`src/rtl/lab_alu_pkg.sv`:
```
// Shared opcode and FSM state encodings for the lab_alu_seq operator unit.
package lab_alu_pkg;

    localparam logic [2:0] OP_EQ   = 3'd0;
    localparam logic [2:0] OP_ROR  = 3'd1;
    localparam logic [2:0] OP_GT   = 3'd2;
    localparam logic [2:0] OP_LAND = 3'd3;
    localparam logic [2:0] OP_AND  = 3'd4;
    localparam logic [2:0] OP_SHL  = 3'd5;
    localparam logic [2:0] OP_SHR  = 3'd6;
    localparam logic [2:0] OP_CADD = 3'd7;

    localparam logic [1:0] S_IDLE  = 2'd0;
    localparam logic [1:0] S_EXEC  = 2'd1;
    localparam logic [1:0] S_SHIFT = 2'd2;
    localparam logic [1:0] S_DONE  = 2'd3;

endpackage

```
`src/rtl/lab_alu_comb.sv`:
```
// Single-cycle opcode evaluation; for shifts it only supplies the unshifted seed.
module lab_alu_comb
    import lab_alu_pkg::*;
#(
    parameter int W = 5
) (
    input  logic [2:0]   op,
    input  logic [W-1:0] a,
    input  logic [W-1:0] b,
    output logic [W:0]   c,
    output logic         d
);

    always_comb begin
        c = '0;
        d = 1'b0;
        case (op)
            OP_EQ:          d = (a == b);
            OP_ROR:         d = |b;
            OP_GT:          d = (a > b);
            OP_LAND:        d = (|a) && (|b);
            OP_AND:         c = {1'b0, a & b};
            OP_SHL, OP_SHR: c = {1'b0, a};
            // a-b wraps naturally in the W+1 bit result
            OP_CADD:        c = (a > b) ? ({1'b0, a} + {1'b0, b}) : ({1'b0, a} - {1'b0, b});
            default:        ;
        endcase
        if (op[2]) d = |c;
    end

endmodule

```
`src/rtl/lab_alu_seq.sv`:
```
// Handshaked operator unit: one op in flight, shifts iterate one bit per clock.
module lab_alu_seq
    import lab_alu_pkg::*;
#(
    parameter int W  = 5,
    parameter int CW = $clog2(W+2)
) (
    input  logic         clk,
    input  logic         rst,
    input  logic         in_valid,
    output logic         in_ready,
    input  logic [2:0]   op,
    input  logic [W-1:0] a,
    input  logic [W-1:0] b,
    output logic         out_valid,
    input  logic         out_ready,
    output logic [W:0]   c,
    output logic         d,
    output logic         busy
);

    localparam logic [W:0]    SH_MAX = W+1;
    localparam logic [CW-1:0] N_MAX  = CW'(W+1);

    logic [1:0]    state;
    logic [2:0]    op_q;
    logic [W-1:0]  a_q, b_q;
    logic [CW-1:0] cnt, n;
    logic [W:0]    comb_c, c_sh;
    logic          comb_d, is_shift;

    lab_alu_comb #(.W(W)) u_comb (
        .op (op_q),
        .a  (a_q),
        .b  (b_q),
        .c  (comb_c),
        .d  (comb_d)
    );

    // Shifting W+1 or more places always empties the word, so cap the count there
    always_comb begin
        is_shift = (op_q == OP_SHL) || (op_q == OP_SHR);
        n        = ({1'b0, b_q} >= SH_MAX) ? N_MAX : CW'(b_q);
        c_sh     = (op_q == OP_SHR) ? (c >> 1) : (c << 1);
    end

    assign in_ready  = (state == S_IDLE);
    assign out_valid = (state == S_DONE);
    assign busy      = (state != S_IDLE);

    always_ff @(posedge clk or posedge rst) begin
        if (rst) begin
            state <= S_IDLE;
            op_q  <= '0;
            a_q   <= '0;
            b_q   <= '0;
            c     <= '0;
            d     <= 1'b0;
            cnt   <= '0;
        end else begin
            case (state)
                S_IDLE: if (in_valid) begin
                    op_q  <= op;
                    a_q   <= a;
                    b_q   <= b;
                    state <= S_EXEC;
                end
                S_EXEC: begin
                    c <= comb_c;
                    d <= comb_d;
                    if (is_shift && (n != '0)) begin
                        cnt   <= n;
                        state <= S_SHIFT;
                    end else begin
                        state <= S_DONE;
                    end
                end
                S_SHIFT: begin
                    c   <= c_sh;
                    d   <= |c_sh;
                    cnt <= cnt - 1'b1;
                    if (cnt == CW'(1)) state <= S_DONE;
                end
                S_DONE: if (out_ready) state <= S_IDLE;
                default: state <= S_IDLE;
            endcase
        end
    end

endmodule

```
`config.mk`:
```
export PLATFORM = sky130hd
export DESIGN_NAME = lab_alu_seq
export DESIGN_NICKNAME = d
export VERILOG_FILES = /design/src/rtl/lab_alu_pkg.sv /design/src/rtl/lab_alu_comb.sv /design/src/rtl/lab_alu_seq.sv
export SDC_FILE = /design/constraint.sdc
export NUM_CORES = 1
export LEC_CHECK = 0
export BUFFER_PORTS_ARGS = -buffer_cell sky130_fd_sc_hd__clkbuf_2
export CORE_MARGIN = 3
export CORE_UTILIZATION = 63
export CTS_BUF_LIST = sky130_fd_sc_hd__clkbuf_16
export DETAILED_ROUTE_END_ITERATION = 8
export PLACE_DENSITY = 0.86
export SLEW_MARGIN = 40
export SYNTH_ARGS = -nofsm -noshare
export SYNTH_HDL_FRONTEND = slang
export SYNTH_SLANG_ARGS = --single-unit
export TNS_END_PERCENT = 30
```
`constraint.sdc`:
```
create_clock -name clk -period 8.2 [get_ports clk]
set_clock_uncertainty 0.15 [all_clocks]
set_input_delay 1.64 -clock clk [delete_from_list [all_inputs] [get_ports clk]]
set_output_delay 1.64 -clock clk [all_outputs]
set_load 0.1 [all_outputs]
```
## Yosys cells after proc, flatten, opt, wreduce, memory -nomap -nowiden

Cells that the tools add are included.

- Reduce and logical (&&, ||, !) cells: 16
- Mux-type cells: 15
- Eq/ne operators: 16
- $lt $le $gt $ge: 2
- $add $sub $neg: 3
- Bitwise operators: 1

Operators by type and width:

| kind | number |
|---|---|
| case mux 6 bit (3 select lines) | 1 |
| == test 3 bit (second input constant) | 4 |
| 2-to-1 mux 6 bit | 2 |
| case mux 6 bit (2 select lines) | 1 |
| OR reduction 6 bit | 2 |
| OR reduction 5 bit | 2 |
| case mux 2 bit (4 select lines) | 1 |
| adder 5 x 5 -> 6 bit | 1 |
| == test 3 x 1 -> 1 bit (second input constant) | 2 |
| == test 3 x 2 -> 1 bit (second input constant) | 2 |
| 2-to-1 mux 2 bit | 3 |
| 2-to-1 mux 3 bit | 2 |
| inequality test 2 bit (second input constant) | 3 |
| case mux 3 bit (2 select lines) | 1 |
| subtractor 5 x 5 -> 6 bit | 1 |
| AND 5 bit | 1 |
| == test 5 bit | 1 |
| greater-or-equal comparator 5 x 3 -> 1 bit (second input constant) | 1 |
| greater-than comparator 5 bit | 1 |
| == test 2 bit (second input constant) | 2 |
| case mux 1 bit (4 select lines) | 1 |
| AND reduction 2 bit | 2 |
| nonzero test 2 bit | 2 |
| zero test 3 bit | 1 |
| other kinds (11) | 13 |

- Flip-flop bits (word level): 25

## Depth between registers and ports, before layout

- Word-level depth: 6
- Gate-level depth with buffers: 9

## Hierarchy

A second synthesis with hierarchy kept.

- Cells, all modules: 222
- Area total of the unflattened synthesis: 2043.2 sq um

Modules (own cells, without submodules):

| module | area each (sq um) | instances | cells an instance | sequential area each (sq um) |
|---|---|---|---|---|
| lab_alu_seq | 1341.3 | 1 | 126 | 625.6 |
| lab_alu_comb | 701.9 | 1 | 96 | 0.0 |

## Worst setup path before layout

No wires, ideal clock.

- Path type: register to output
- Start point: reg state[0]
- End point: out busy
- Data arrival time: 2.020 ns
- Cell stages (with the launch flop): 4
- Slack: 4.390 ns
- Path through: dfrtp_1 inv_1 ha_1 inv_1

- Word-level cells in the longest chain between the ends: 1

RTL lines:

| item | line | source |
|---|---|---|
| from (decl) | lab_alu_seq.sv:25 | `logic [1:0] state;` |
| from (signal assigned) | lab_alu_seq.sv:53 | `state <= S_IDLE;` |
| from (signal assigned) | lab_alu_seq.sv:66 | `state <= S_EXEC;` |
| from (signal assigned) | lab_alu_seq.sv:73 | `state <= S_SHIFT;` |
| nonzero test 2 bit | lab_alu_seq.sv:49 | `assign busy = (state != S_IDLE);` |
| to (decl) | lab_alu_seq.sv:19 | `output logic busy` |

No other way between the ends.

## Worst setup path after layout

Same ends and word-level chain as after synthesis.

==> impl_metrics.py <==
metrics = {
    "run_status": {
        "status": "finished, final reports clean",
    },
    "worst_setup_path": {
        "regToRegEndpoint": "c[5]",
        "required_ps": 6410,
        "slowest_delay_ps": 470,
        "reg2reg_slack_ps": 5330,
        "critical_path_class": "reg2out",
        "timing.rr.start": "b_q[3]",
        "critPathCaptureType": "output port",
        "critPathMostFrequentCell": "inv_1",
        "crit_arrival_ps": 1570,
        "critPathLaunchType": "flop",
        "crit_fanout": 5,
        "crit_slowest_cell": "clkbuf_2",
        "worstPathCellList": "inv_1 > ha_1 > inv_1 > clkbuf_2",
        "r2r_cells": 8,
    },
    "floorplanning": {
        "die_y_um": 63.6,
        "die_area_um2": 4040,
        "start_util_pct": 67.3,
        "io_pins": 27,
        "die_w_um": 63.6,
        "core-area_um2": 3100,
        "std_cell_rows": 20,
    },
    "synth": {
        "synth_area_leaders": "dfrtp_1 30%, ha_1 9.6%, mux2_2 7.6%",
        "synth_top_family_by_area": "compound AO/OA/AOI/OAI gates",
        "yosysTopAreaCell": "dfrtp_1",
        "synth-simple-area-share_pct": 19.9,
        "synth-xor-area-share_pct": 0.420,
        "synth.distinct_cells": 59,
        "yosys_warnings": 0,
        "async_flop_share_pct": 100,
        "synth.mux.area_fraction_pct": 9.17,
        "yosys.area_share.adder_pct": 11.5,
        "synth_edf_count": 0,
        "yosys.area.top_type_share_pct": 30.0,
        "syn_area_um2": 2090,
        "ys.flop_type": "dfrtp_1",
        "synth_compound_area_share_pct": 22.3,
        "syn-num-nets": 270,
        "synth_cells": 235,
        "synth-seq-area-share_pct": 30.0,
        "syn-mean-instance-area_um2": 8.88,
        "yosys_register_bits": 25,
    },
    "routing": {
        "route.met3.wl_um": 375,
        "route.met2.wl_mm": 2.43,
        "via_count": 1973,
        "wl_met1_mm": 2.15,
        "highest_layer": "met4",
        "via_per_inst": 6.62,
        "ant_nets": 0,
        "routedWlPerCell_um": 16.9,
        "first_pass_iters": 5,
        "drc_errors": 0,
        "drt_wl_total_mm": 5.04,
        "drt_iter0_drc": 189,
    },
    "placed_design": {
        "port_buffers": 26,
        "dpl_cell_area_um2": 2210,
        "gp_congestion": 1.08,
        "place.detailed.hpwl_mm": 3.63,
    },
    "timing": {
        "rsz0062_at_grt": "false",
        "tns_ps": 0,
        "timing.hold.ws_ps": 393,
        "max_freq_mhz": 298,
        "period_share_pct": 41.0,
        "drv_slew": 0,
        "setup_violations": 0,
        "finalHoldViolCount": 0,
        "max-slew-margin-rel_pct": 55.3,
        "period_needed_ps": 3360,
        "worst_pin_slew_ps": 670,
    },
    "finish": {
        "drive_above_1_share_pct": 21.3,
        "antenna_cells": 0,
        "fillers": 245,
        "fin_nets": 290,
        "design_area_um2": 2290,
        "syn_to_final_growth_pct": 9.95,
    },
    "clock_tree": {
        "clockBufferDepth": 2,
        "ctsHoldBuffers": 0,
        "cts.sinks": 25,
        "cts.repair.resized": 0,
        "clk_latency_ps": 260,
        "clk_pin_slew_ps": 70,
        "cts_buffers": 3,
        "cts_root_buf": "clkbuf_16",
        "cts_setup_buffers": 0,
        "cts_tree": "built",
        "htree_levels": 1,
    },
    "hold_path": {
        "holdPathStages": 1,
        "hold_path_class": "reg2reg",
        "hold_start": "cnt[2]",
        "min_to": "cnt[2]",
    },
    "run": {
        "drv_cap": 0,
    },
    "global_route": {
        "grt_start_max_net_pins": 26,
        "antenna_found_initial": 0,
        "track_usage_pct": 26.6,
        "grt_overflow": 0,
        "grt_pass1_wl_mm": 8.62,
        "grt_pass1_vias": 1902,
    },
}
## cells in the mapped netlist (all sizes together), types with 2 or more instances
cell type  count
fa             2
nand2         17
mux2i          3
nand3b         3
nor3b          2
o21ai         12
o2111ai        2
buf            7
nor2b          5
nand2b         2
nor3           4
a311oi         2
o311ai         4
and3           2
nand3          5
nor4           6
o22ai          2
a41oi          2
a22oi          2
a2111oi        3
ha            16
or3            2
nor2          19
a31oi          4
a21oi         16
o211a          2
dfrtp         25
a211oi         2
clkbuf         4
a211o          2
mux2          14
and4           3
inv           22
nand4          2
## routing by layer
layer	vias to the layer above	track usage, %
met4	0	11.1
met3	12	5.88
met5	-	0
met2	107	43.3
li1	905	-
met1	949	33.9
## cell type report
type                    count  area, µm²  area share (%)
clock buffers               3       75.1            3.27
clock inverters             1       5.00           0.218
inverters                  22       82.6            3.60
multi-input cells         177       1320            57.6
flip-flops and latches     25        626            27.3
well taps                  44       55.1            2.40
repair buffers             26        130            5.67
## critical path: cells and delay by family (launching register included)
kind	cells	cell delay [ps]
buffers and inverters	3	660
flip-flops	1	410
adder cells (fa/ha/maj)	1	230
## layout by cell type (no fill, tap or decap), types with 6 or more instances in the layout
cell / n
ha_1: 16
mux2_2: 14
nand2_1: 17
clkbuf_2: 26
o21ai_0: 11
nor2_1: 19
a21oi_1: 15
dfrtp_1: 25
nor4_1: 6
inv_1: 21
## through the flow
step           std cells  util (%)  setup WS (ps)
6_report             298      74.0           4840
5_1_grt              298      74.0           4770
4_1_cts              298      74.0           4840
3_5_place_dp         294      71.4           5120
3_3_place_gp         294      71.4           5160
2_1_floorplan        235         -           4390
## flip-flops by register name (all words and copies together) (netlist names)
name	count
cnt	3
state	2
d	1
op_q	3
a_q	5
c	6
b_q	5
## worst max-delay path by stage
stage | from | endpoint | slack (ps)
2_1_floorplan | state[0] | busy | 4390
3_3_place_gp | state[0] | busy | 5160
3_5_place_dp | state[0] | busy | 5120
4_1_cts | state[0] | busy | 4840
5_1_grt | state[0] | busy | 4770
6_report | state[0] | busy | 4840
## cells by family (layout without fill, tap and decap cells)
group	after synthesis	in the layout
simple gates	77	77
compound gates	64	64
buf+inv	33	52
flops	25	25
fa+ha+maj	18	18
mux	17	17
xor+xnor	1	1
Power is left out: the tool's default activity adds up to more than one toggle a clock period on the data nets, which glitch-free logic cannot reach.
